**src/rtl/ddr3_pg_xfer_arb.sv**
```systemverilog
// N-channel arbiter/mux onto the single DDR3 page-transfer port (ui clock domain).
// Grants one channel at a time, steers ack/read-wren back to it, and flags ack timeouts.
module ddr3_pg_xfer_arb #(
    parameter int N_CH        = 4,
    parameter int ADDR_W      = 28,
    parameter int DATA_W      = 128,
    parameter int ARB_MODE    = 0,
    parameter int SYNC_REQ    = 1,
    parameter int TIMEOUT_CYC = 0
) (
    input  logic                      clk,
    input  logic                      rst_n,
    input  logic [N_CH-1:0]           ch_pg_req,
    input  logic [N_CH-1:0]           ch_pg_optype,
    input  logic [N_CH*ADDR_W-1:0]    ch_pg_req_addr,
    input  logic [N_CH*DATA_W-1:0]    ch_dpram_dout,
    output logic [N_CH-1:0]           ch_pg_ack,
    output logic [N_CH-1:0]           ch_dpram_wren,
    output logic                      ddr3_pg_req,
    output logic                      ddr3_pg_optype,
    output logic [ADDR_W-1:0]         ddr3_pg_req_addr,
    output logic [DATA_W-1:0]         ddr3_dpram_dout,
    input  logic                      ddr3_pg_ack,
    input  logic                      ddr3_dpram_wren,
    output logic [$clog2(N_CH)-1:0]   grant_idx,
    output logic                      busy,
    output logic                      ack_timeout,
    output logic [1:0]                fsm_state
);

    localparam int          GW     = $clog2(N_CH);
    localparam logic [15:0] TO_VAL = 16'(TIMEOUT_CYC);
    localparam bit          TO_EN  = (TIMEOUT_CYC != 0);

    // Handshake: a channel holds ch_pg_req high until it sees its ch_pg_ack pulse;
    // the arbiter holds ddr3_pg_req until ddr3_pg_ack, then waits for the granted
    // channel to drop its request before returning to idle.
    typedef enum logic [1:0] {
        S_IDLE       = 2'd0,
        S_PG_REQ     = 2'd1,
        S_CLEAR_WAIT = 2'd2
    } state_t;

    state_t            state;
    logic [GW-1:0]     last_grant;
    logic [15:0]       to_cnt;
    logic [N_CH-1:0]   req_s;
    logic [N_CH-1:0]   grant_sel;
    logic [GW-1:0]     rr_win;
    logic [GW-1:0]     rr_cand;
    logic              rr_hit;
    logic [GW-1:0]     fp_win;
    logic [GW-1:0]     win;

    generate
        if (SYNC_REQ != 0) begin : g_sync
            logic [N_CH-1:0] req_meta;
            logic [N_CH-1:0] req_stab;
            always_ff @(posedge clk or negedge rst_n) begin
                if (!rst_n) begin
                    req_meta <= '0;
                    req_stab <= '0;
                end else begin
                    req_meta <= ch_pg_req;
                    req_stab <= req_meta;
                end
            end
            assign req_s = req_stab;
        end else begin : g_nosync
            assign req_s = ch_pg_req;
        end
    endgenerate

    assign busy      = (state != S_IDLE);
    assign fsm_state = state;

    // Out-of-range grant_idx matches no channel, so the mux falls back to zero.
    always_comb begin
        ddr3_pg_optype   = 1'b0;
        ddr3_pg_req_addr = '0;
        ddr3_dpram_dout  = '0;
        grant_sel        = '0;
        for (int i = 0; i < N_CH; i++) begin
            if (grant_idx == GW'(i)) begin
                ddr3_pg_optype   = ch_pg_optype[i];
                ddr3_pg_req_addr = ch_pg_req_addr[i*ADDR_W +: ADDR_W];
                ddr3_dpram_dout  = ch_dpram_dout[i*DATA_W +: DATA_W];
                grant_sel[i]     = busy;
            end
        end
    end

    assign ch_dpram_wren = grant_sel & {N_CH{ddr3_dpram_wren}};

    always_comb begin
        rr_win  = '0;
        rr_hit  = 1'b0;
        rr_cand = '0;
        for (int k = 1; k <= N_CH; k++) begin
            rr_cand = GW'((int'(last_grant) + k) % N_CH);
            if (!rr_hit && req_s[rr_cand]) begin
                rr_hit = 1'b1;
                rr_win = rr_cand;
            end
        end
    end

    always_comb begin
        fp_win = '0;
        for (int i = N_CH - 1; i >= 0; i--) begin
            if (req_s[i]) begin
                fp_win = GW'(i);
            end
        end
    end

    assign win = (ARB_MODE == 1) ? fp_win : rr_win;

    always_ff @(posedge clk or negedge rst_n) begin
        if (!rst_n) begin
            ch_pg_ack <= '0;
        end else begin
            ch_pg_ack <= grant_sel & {N_CH{ddr3_pg_ack}};
        end
    end

    always_ff @(posedge clk or negedge rst_n) begin
        if (!rst_n) begin
            state       <= S_IDLE;
            ddr3_pg_req <= 1'b0;
            grant_idx   <= '0;
            last_grant  <= GW'(N_CH - 1);
            to_cnt      <= '0;
            ack_timeout <= 1'b0;
        end else begin
            case (state)
                S_IDLE: begin
                    if (|req_s) begin
                        grant_idx   <= win;
                        ddr3_pg_req <= 1'b1;
                        to_cnt      <= '0;
                        state       <= S_PG_REQ;
                    end
                end
                S_PG_REQ: begin
                    ddr3_pg_req <= 1'b1;
                    if (to_cnt != 16'hFFFF) begin
                        to_cnt <= to_cnt + 16'd1;
                    end
                    // Timeout only reports; the transfer keeps waiting for its ack.
                    if (TO_EN && (to_cnt == TO_VAL)) begin
                        ack_timeout <= 1'b1;
                    end
                    if (ddr3_pg_ack) begin
                        state <= S_CLEAR_WAIT;
                    end
                end
                S_CLEAR_WAIT: begin
                    ddr3_pg_req <= req_s[grant_idx];
                    if (!req_s[grant_idx] && !ddr3_pg_req && !ddr3_pg_ack) begin
                        last_grant <= grant_idx;
                        state      <= S_IDLE;
                    end
                end
                default: begin
                    ddr3_pg_req <= 1'b0;
                    state       <= S_IDLE;
                end
            endcase
        end
    end

endmodule

```
**config.mk**
```make
export PLATFORM = sky130hd
export DESIGN_NAME = ddr3_pg_xfer_arb
export DESIGN_NICKNAME = d
export VERILOG_FILES = /design/src/rtl/ddr3_pg_xfer_arb.sv
export SDC_FILE = /design/constraint.sdc
export NUM_CORES = 1
export LEC_CHECK = 0
export CORE_AREA = 2 2 310 312
export CTS_BUF_LIST = sky130_fd_sc_hd__clkbuf_4 sky130_fd_sc_hd__clkbuf_8 sky130_fd_sc_hd__clkbuf_16
export DETAILED_ROUTE_END_ITERATION = 10
export DIE_AREA = 0 0 312 314
export DONT_BUFFER_PORTS = 1
export HOLD_SLACK_MARGIN = 0.02
export PLACE_DENSITY = 0.3
export REMOVE_ABC_BUFFERS = 1
export SLEW_MARGIN = 20
export SYNTH_ARGS = -nofsm -noshare
export SYNTH_HDL_FRONTEND = slang
export SYNTH_SLANG_ARGS = --single-unit
export TNS_END_PERCENT = 5
```
**constraint.sdc**
```tcl
create_clock -name clk -period 3.7 [get_ports clk]
set_input_delay 1.11 -clock clk [delete_from_list [all_inputs] [get_ports clk]]
set_output_delay 1.11 -clock clk [all_outputs]
set_load 0.05 [all_outputs]
```
==> impl_metrics.env, run 1 <==
export IMPL_finalSetupViolCount=0
export IMPL_vdd_drop_max_v=0.000497
export IMPL_htree_levels=1
export IMPL_p_leak_nw=1.65
export IMPL_worstSetupEndpointType="output port"
export IMPL_ios=808
export IMPL_routed_via_density=2.58
export IMPL_cts_setup_buffers=0
export IMPL_start_kind="flip-flop"
export IMPL_place_port_buffers=0
export IMPL_grt_max_degree=86
export IMPL_reg2reg_from="grant_idx[0]$_DFFE_PN0P_"
export IMPL_die_h_um=314
export IMPL_antenna_found_initial=59
export IMPL_synth_avg_cell_area_sq_um=16.8
export IMPL_grt_setup_unrepaired="no"
export IMPL_seq_power_share_pct=5.0
export IMPL_slew_headroom_pct=46.3
export IMPL_final_core_util_pct=6.79
export IMPL_period_needed_ns=3.38
export IMPL_postRouteWirelength_mm=41.8
export IMPL_die_width_um=312
export IMPL_hold_start="g_sync.req_meta[3]$_DFF_PN0_"
export IMPL_synth_top_cell_area_share_pct=77.4
export IMPL_syn_inst=272
export IMPL_drtIter0Drc=372
export IMPL_crit_required_ns=2.59
export IMPL_cts_hold_buffers=0
export IMPL_clock_latency_ns=0.26
export IMPL_clock_fmax_ghz=0.296
export IMPL_crit_top_cell="buf_12"
export IMPL_seq_area_frac_synth_pct=10.5
export IMPL_switching_power_w=0.00541
export IMPL_drc=0
export IMPL_grt_pass1_wl_mm=49.1
export IMPL_hpwl_mm=38.5
export IMPL_slew_viol_final=0
export IMPL_coreArea_sq_um=94400
export IMPL_crit_slowest_cell="mux4_2"
export IMPL_syn_to_final_growth_pct=40.4
export IMPL_arrival_ns=2.27
export IMPL_internal_power_w=0.00227
export IMPL_cp_cell_sequence="buf_12 > mux4_2 > buf_12"
export IMPL_clk_pin_slew_ns=0.05
export IMPL_cp_depth=3
export IMPL_gp_routability_congestion=0.914
export IMPL_switching_share_pct=70.5
export IMPL_nFillCells=11100
export IMPL_initial_utilization_pct=4.84
export IMPL_ys_ff_latch=19
export IMPL_rows=113
export IMPL_instances_no_fill=1547
export IMPL_finalHoldViolCount=0
export IMPL_crit_fanout=83
export IMPL_grt_remaining_overflow=0
export IMPL_cts_buffers=3
export IMPL_synthTopCellsByArea="mux4_2 (77%), dfrtp_1 (9.3%), buf_2 (2.3%)"
export IMPL_via_count=3998
export IMPL_worst_pin_slew_ns=0.806
export IMPL_worst_path_buf_inv=2
export IMPL_ant_nets=0
export IMPL_min_path_type="flip-flop to flip-flop"
export IMPL_ctsResizeCount=0
export IMPL_cp_startpoint="grant_idx[0]$_DFFE_PN0P_"
export IMPL_combPwrFrac_pct=92.0
export IMPL_grt_use_total_pct=7.72
export IMPL_status="finished clean"
export IMPL_grt_pass1_vias=4083
export IMPL_rr_worst_depth=5
export IMPL_max_stage_delay_ns=0.75
export IMPL_synth_area_leader_cell="mux4_2"
export IMPL_skew_ns=0.00906
export IMPL_dieArea_sq_um=98000
export IMPL_dr_pass1_iters=4
export IMPL_yosysWarnings=1
export IMPL_dpl_cell_count=1517
export IMPL_clockPowerShare_pct=3.0
export IMPL_min_path_cells=0
export IMPL_wire_per_inst_um=27.0
export IMPL_syn_cell_area_sq_um=4570
export IMPL_drive_above_1_share_pct=72.7
export IMPL_max_cap_violations=0
export IMPL_period_share_pct=91.4
export IMPL_fin_nets=893
export IMPL_cts_tree="done"
export IMPL_cts_root_buf="clkbuf_16"
export IMPL_max_clock_path_buffers=2
export IMPL_critPathKind="flip-flop to output port"
export IMPL_synth_cell_types=31
export IMPL_clock_sinks=19
export IMPL_crit_family="multiplexers"
export IMPL_power_density_nw_per_um2=1200
state kept, by name, indices dropped and copies added (netlist names):
signal / cells
g_sync.req_meta: 4
grant_idx: 2
ch_pg_ack: 4
g_sync.req_stab: 4
last_grant: 2
ddr3_pg_req: 1
fsm_state: 2
path summary, 6_finish.rpt:
path / to / slack [ns]
max: ddr3_pg_req_addr[23] / 0.32
min: g_sync.req_stab[3]$_DFF_PN0_ / 0.35
max reg2reg: last_grant[1]$_DFFE_PN1P_ / 1.69
min reg2reg: g_sync.req_stab[3]$_DFF_PN0_ / 0.35
max in group asynchronous: last_grant[1]$_DFFE_PN1P_ / 2.98
min in group asynchronous: ch_pg_ack[3]$_DFF_PN0_ / 0.54
cell usage in the layout, fill, tap and decap left out, types with 4 or more instances in the layout:
master	synthesis	routed
dfrtp_1	17	15
nand2b_1	4	4
buf_4	9	6
mux4_2	157	157
buf_12	0	14
diode_2	0	26
nor2b_1	4	4
mux2i_1	4	4
nand2_1	5	5
nor2_1	14	14
synth_stat cells:
| cell type | number |
|---|---|
| mux4_2 | 157 |
| buf_2 | 21 |
| dfrtp_1 | 17 |
| nor2_1 | 14 |
| buf_4 | 9 |
| buf_1 | 7 |
| nand2_1 | 5 |
| mux2i_1 | 4 |
| nand2b_1 | 4 |
| nor2b_1 | 4 |
| a21o_1 | 3 |
| a21oi_1 | 3 |
| clkbuf_1 | 2 |
| dfstp_2 | 2 |
| inv_1 | 2 |
| mux2_1 | 2 |
| nand3_1 | 2 |
| a211o_1 | 1 |
| a211oi_1 | 1 |
| a22o_1 | 1 |
| a31oi_1 | 1 |
| buf_6 | 1 |
| conb_1 | 1 |
| nor3b_1 | 1 |
| nor4_1 | 1 |
| o211ai_1 | 1 |
| o21a_1 | 1 |
| o221ai_1 | 1 |
| o32a_1 | 1 |
| or2_2 | 1 |
| or4_1 | 1 |
final cells by class:
class | count | area (sq um) | share of cell area [%]
inverters | 2 | 7.51 | 0.117
diodes | 26 | 65.1 | 1.01
well taps | 1265 | 1580 | 24.7
flip-flops and latches | 19 | 485 | 7.57
repair buffers | 20 | 325 | 5.07
clock buffers | 3 | 75.1 | 1.17
multi-input cells | 211 | 3860 | 60.3
clock inverters | 1 | 7.51 | 0.117
worst reg2reg max path: stages, from the launching register on:
cell and delay [ns]:
dfrtp_4 0.44, buf_12 0.43, mux2i_1 0.39, a22o_1 0.22, nand3_1 0.12, mux2_1 0.33
logic make-up after synthesis:
family,synth area share (%)
multiplexers,78.8
buffers and inverters,4.93
AND/OR/NAND/NOR,3.48
flip-flops,10.5
AO/OA/AOI/OAI,2.25
other,0.0821
stage by stage:
step | TNS [ns] | setup slack, ns | hold WS, ns | area, sq um | total power (W)
floorplan | -815.47 | -4.85 | 0.331 | 4350 | 0.00583
global placement | 0 | 0.560 | 0.339 | 6260 | 0.00757
detailed placement | 0 | 0.544 | 0.337 | 6260 | 0.00758
CTS | 0 | 0.266 | 0.355 | 6350 | 0.00786
global route | 0 | 0.179 | 0.364 | 6390 | 0.00800
finish | 0 | 0.318 | 0.351 | 6410 | 0.00768
power groups by stage:
stage,logic (W),registers [W],clock network (W)
final,0.00706,0.000387,0.000230
after global routing,0.00735,0.000398,0.000251
after CTS,0.00723,0.000389,0.000238
after global placement,0.00718,0.000392,0
after floorplan,0.00494,0.000892,0
after detailed placement,0.00719,0.000392,0
layer usage:
metal | vias up | GRT usage, % | wire length [um]
met5 | - | 0.870 | 192
met4 | 28 | 3.04 | 2060
met3 | 106 | 4.09 | 6150
met2 | 555 | 11.5 | 18000
met1 | 2030 | 9.18 | 15400
li1 | 1279 | - | -
Note: power is estimated with default switching activity, not from simulation.
==> inputs of run 2 (changes only) <==
Clock period 3.7 ns to 2.8 ns, I/O delays scaled along.
==> impl_metrics.env, run 2 (synthesis gave the netlist of run 1 again) <==
export IMPL_nFillCells=11000
export IMPL_clock_fmax_ghz=0.359
export IMPL_vdd_drop_max_v=0.000408
export IMPL_hpwl_mm=42.5
export IMPL_period_needed_ns=2.78
export IMPL_dieArea_sq_um=98000
export IMPL_die_h_um=314
export IMPL_gp_routability_congestion=0.949
export IMPL_postRouteWirelength_mm=49.1
export IMPL_final_cell_mix="mux4_2 (157), buf_12 (50), dfrtp_1 (15)"
export IMPL_p_leak_nw=2.16
export IMPL_ant_nets=0
export IMPL_slew_headroom_pct=54.3
export IMPL_antenna_found_initial=87
export IMPL_grt_use_total_pct=9.06
export IMPL_cts_buffers=3
export IMPL_max_cap_violations=0
export IMPL_crit_required_ns=1.96
export IMPL_power_w=0.0119
export IMPL_rows=113
export IMPL_dpl_cell_count=1553
export IMPL_dr_pass1_iters=4
export IMPL_status="finished clean"
export IMPL_slew_viol_final=0
export IMPL_skew_ns=0.00277
export IMPL_cts_tree="done"
export IMPL_grt_pass1_wl_mm=57.3
export IMPL_coreArea_sq_um=94400
export IMPL_grt_setup_unrepaired="yes"
export IMPL_drc=0
export IMPL_initial_utilization_pct=4.84
export IMPL_finalHoldViolCount=0
export IMPL_via_count=4416
export IMPL_drive_above_1_share_pct=77.4
export IMPL_grt_pass1_vias=4601
export IMPL_period_share_pct=99.4
export IMPL_crit_fanout=85
export IMPL_htree_levels=1
export IMPL_instances_no_fill=1606
export IMPL_ios=808
export IMPL_worst_pin_slew_ns=0.686
export IMPL_grt_remaining_overflow=0
export IMPL_drtIter0Drc=312
export IMPL_routed_via_density=2.75
export IMPL_clock_sinks=19
export IMPL_power_density_nw_per_um2=1590
export IMPL_reg_top3="ch_pg_ack: 4 flops, g_sync.req_meta: 4 flops, g_sync.req_stab: 4 flops"
export IMPL_critPathKind="flip-flop to output port"
export IMPL_fin_nets=947
export IMPL_place_port_buffers=0
export IMPL_grt_max_degree=86
export IMPL_cts_hold_buffers=0
export IMPL_syn_to_final_growth_pct=63.8
export IMPL_min_path_type="primary input to asynchronous set/reset pin"
export IMPL_wire_per_inst_um=30.6
export IMPL_clock_latency_ns=0.25
export IMPL_start_kind="flip-flop"
export IMPL_max_clock_path_buffers=2
export IMPL_clk_pin_slew_ns=0.06
export IMPL_finalSetupViolCount=0
export IMPL_mostFrequentLayoutCell="mux4_2"
export IMPL_die_width_um=312
export IMPL_worstSetupEndpointType="output port"
export IMPL_arrival_ns=1.94
export IMPL_cts_root_buf="clkbuf_16"
export IMPL_final_core_util_pct=7.92
run 2: changes by cell type in the layout (fill, tap and decap cells not counted):
cell,before,now
clkbuf_16,3,7
buf_6,0,3
buf_16,0,6
buf_12,14,50
buf_4,6,11
diode_2,26,31
clkinvlp_4,1,0
clkinv_2,0,1
run 2: final timing paths:
kind	startpoint	to	slack, ns	cells after the start
min in group clk	g_sync.req_meta[0]$_DFF_PN0_	g_sync.req_stab[0]$_DFF_PN0_	0.35	0
setup / recovery	grant_idx[1]$_DFFE_PN0P_	ddr3_pg_req_addr[23]	0.02	3
max in group asynchronous	rst_n	last_grant[0]$_DFFE_PN1P_	2.34	0
hold reg to reg	g_sync.req_meta[0]$_DFF_PN0_	g_sync.req_stab[0]$_DFF_PN0_	0.35	0
setup reg to reg	grant_idx[0]$_DFFE_PN0P_	last_grant[1]$_DFFE_PN1P_	0.92	5
hold / removal	rst_n	ch_pg_ack[3]$_DFF_PN0_	0.28	0
run 2: area by class of cell:
class	count	area (sq um)	area share (%)
antenna	31	77.6	1.04
clock buffer	3	75.1	1.00
clock inverter	1	5.00	0.0669
inverter	2	7.51	0.100
multi-input combinational	211	3860	51.7
sequential	19	485	6.49
tap	1265	1580	21.2
timing repair buffer	74	1380	18.5
run 2: per-stage QoR:
stage	hold WS (ns)	setup WS [ns]	setup TNS, ns	cell area (sq um)
2_1_floorplan	0.331	-5.48	-927.16	4350
3_3_place_gp	0.342	-0.0569	-0.0896	6960
3_5_place_dp	0.338	-0.0844	-0.243	6960
4_1_cts	0.275	-0.102	-3.21	7300
5_1_grt	0.267	-0.0420	-0.564	7450
6_report	0.280	0.0164	0	7480
run 2: report_power, final:
| group | internal (W) | switching [W] | leakage, nW | total, W |
|---|---|---|---|---|
| Clock | 0.000191 | 0.000104 | 0.0411 | 0.000295 |
| Combinational | 0.00377 | 0.00732 | 1.90 | 0.0111 |
| Sequential | 0.000362 | 0.000168 | 0.223 | 0.000529 |
| Total | 0.00433 | 0.00759 | 2.16 | 0.0119 |
run 2: what timing repair did:
action / CTS / global route
buffers inserted: 7 / 3
hold endpoints to repair: 0 / 0
gates cloned: 5 / 4
resized for setup: 6 / 4
setup endpoints to repair: 153 / 113
run 2: routing by layer:
metal / vias to the layer above / GRT usage [%] / routed length [um]
li1: 1394 / - / -
met5: - / 0 / 442
met2: 604 / 14.1 / 21400
met1: 2174 / 10.1 / 17400
met3: 180 / 5.86 / 7570
met4: 64 / 2.60 / 2310
run 2: critical path, stage by stage, from the launching register on:
cell and delay (ns):
dfrtp_4 0.44, buf_12 0.33, mux4_2 0.49, buf_12 0.19
==> inputs of run 3 (changes only) <==
Settings changed: CAP_MARGIN set to 20.
==> results of run 3 <==
Same layout as run 2: the final DEF is identical, and so are final timing and power.
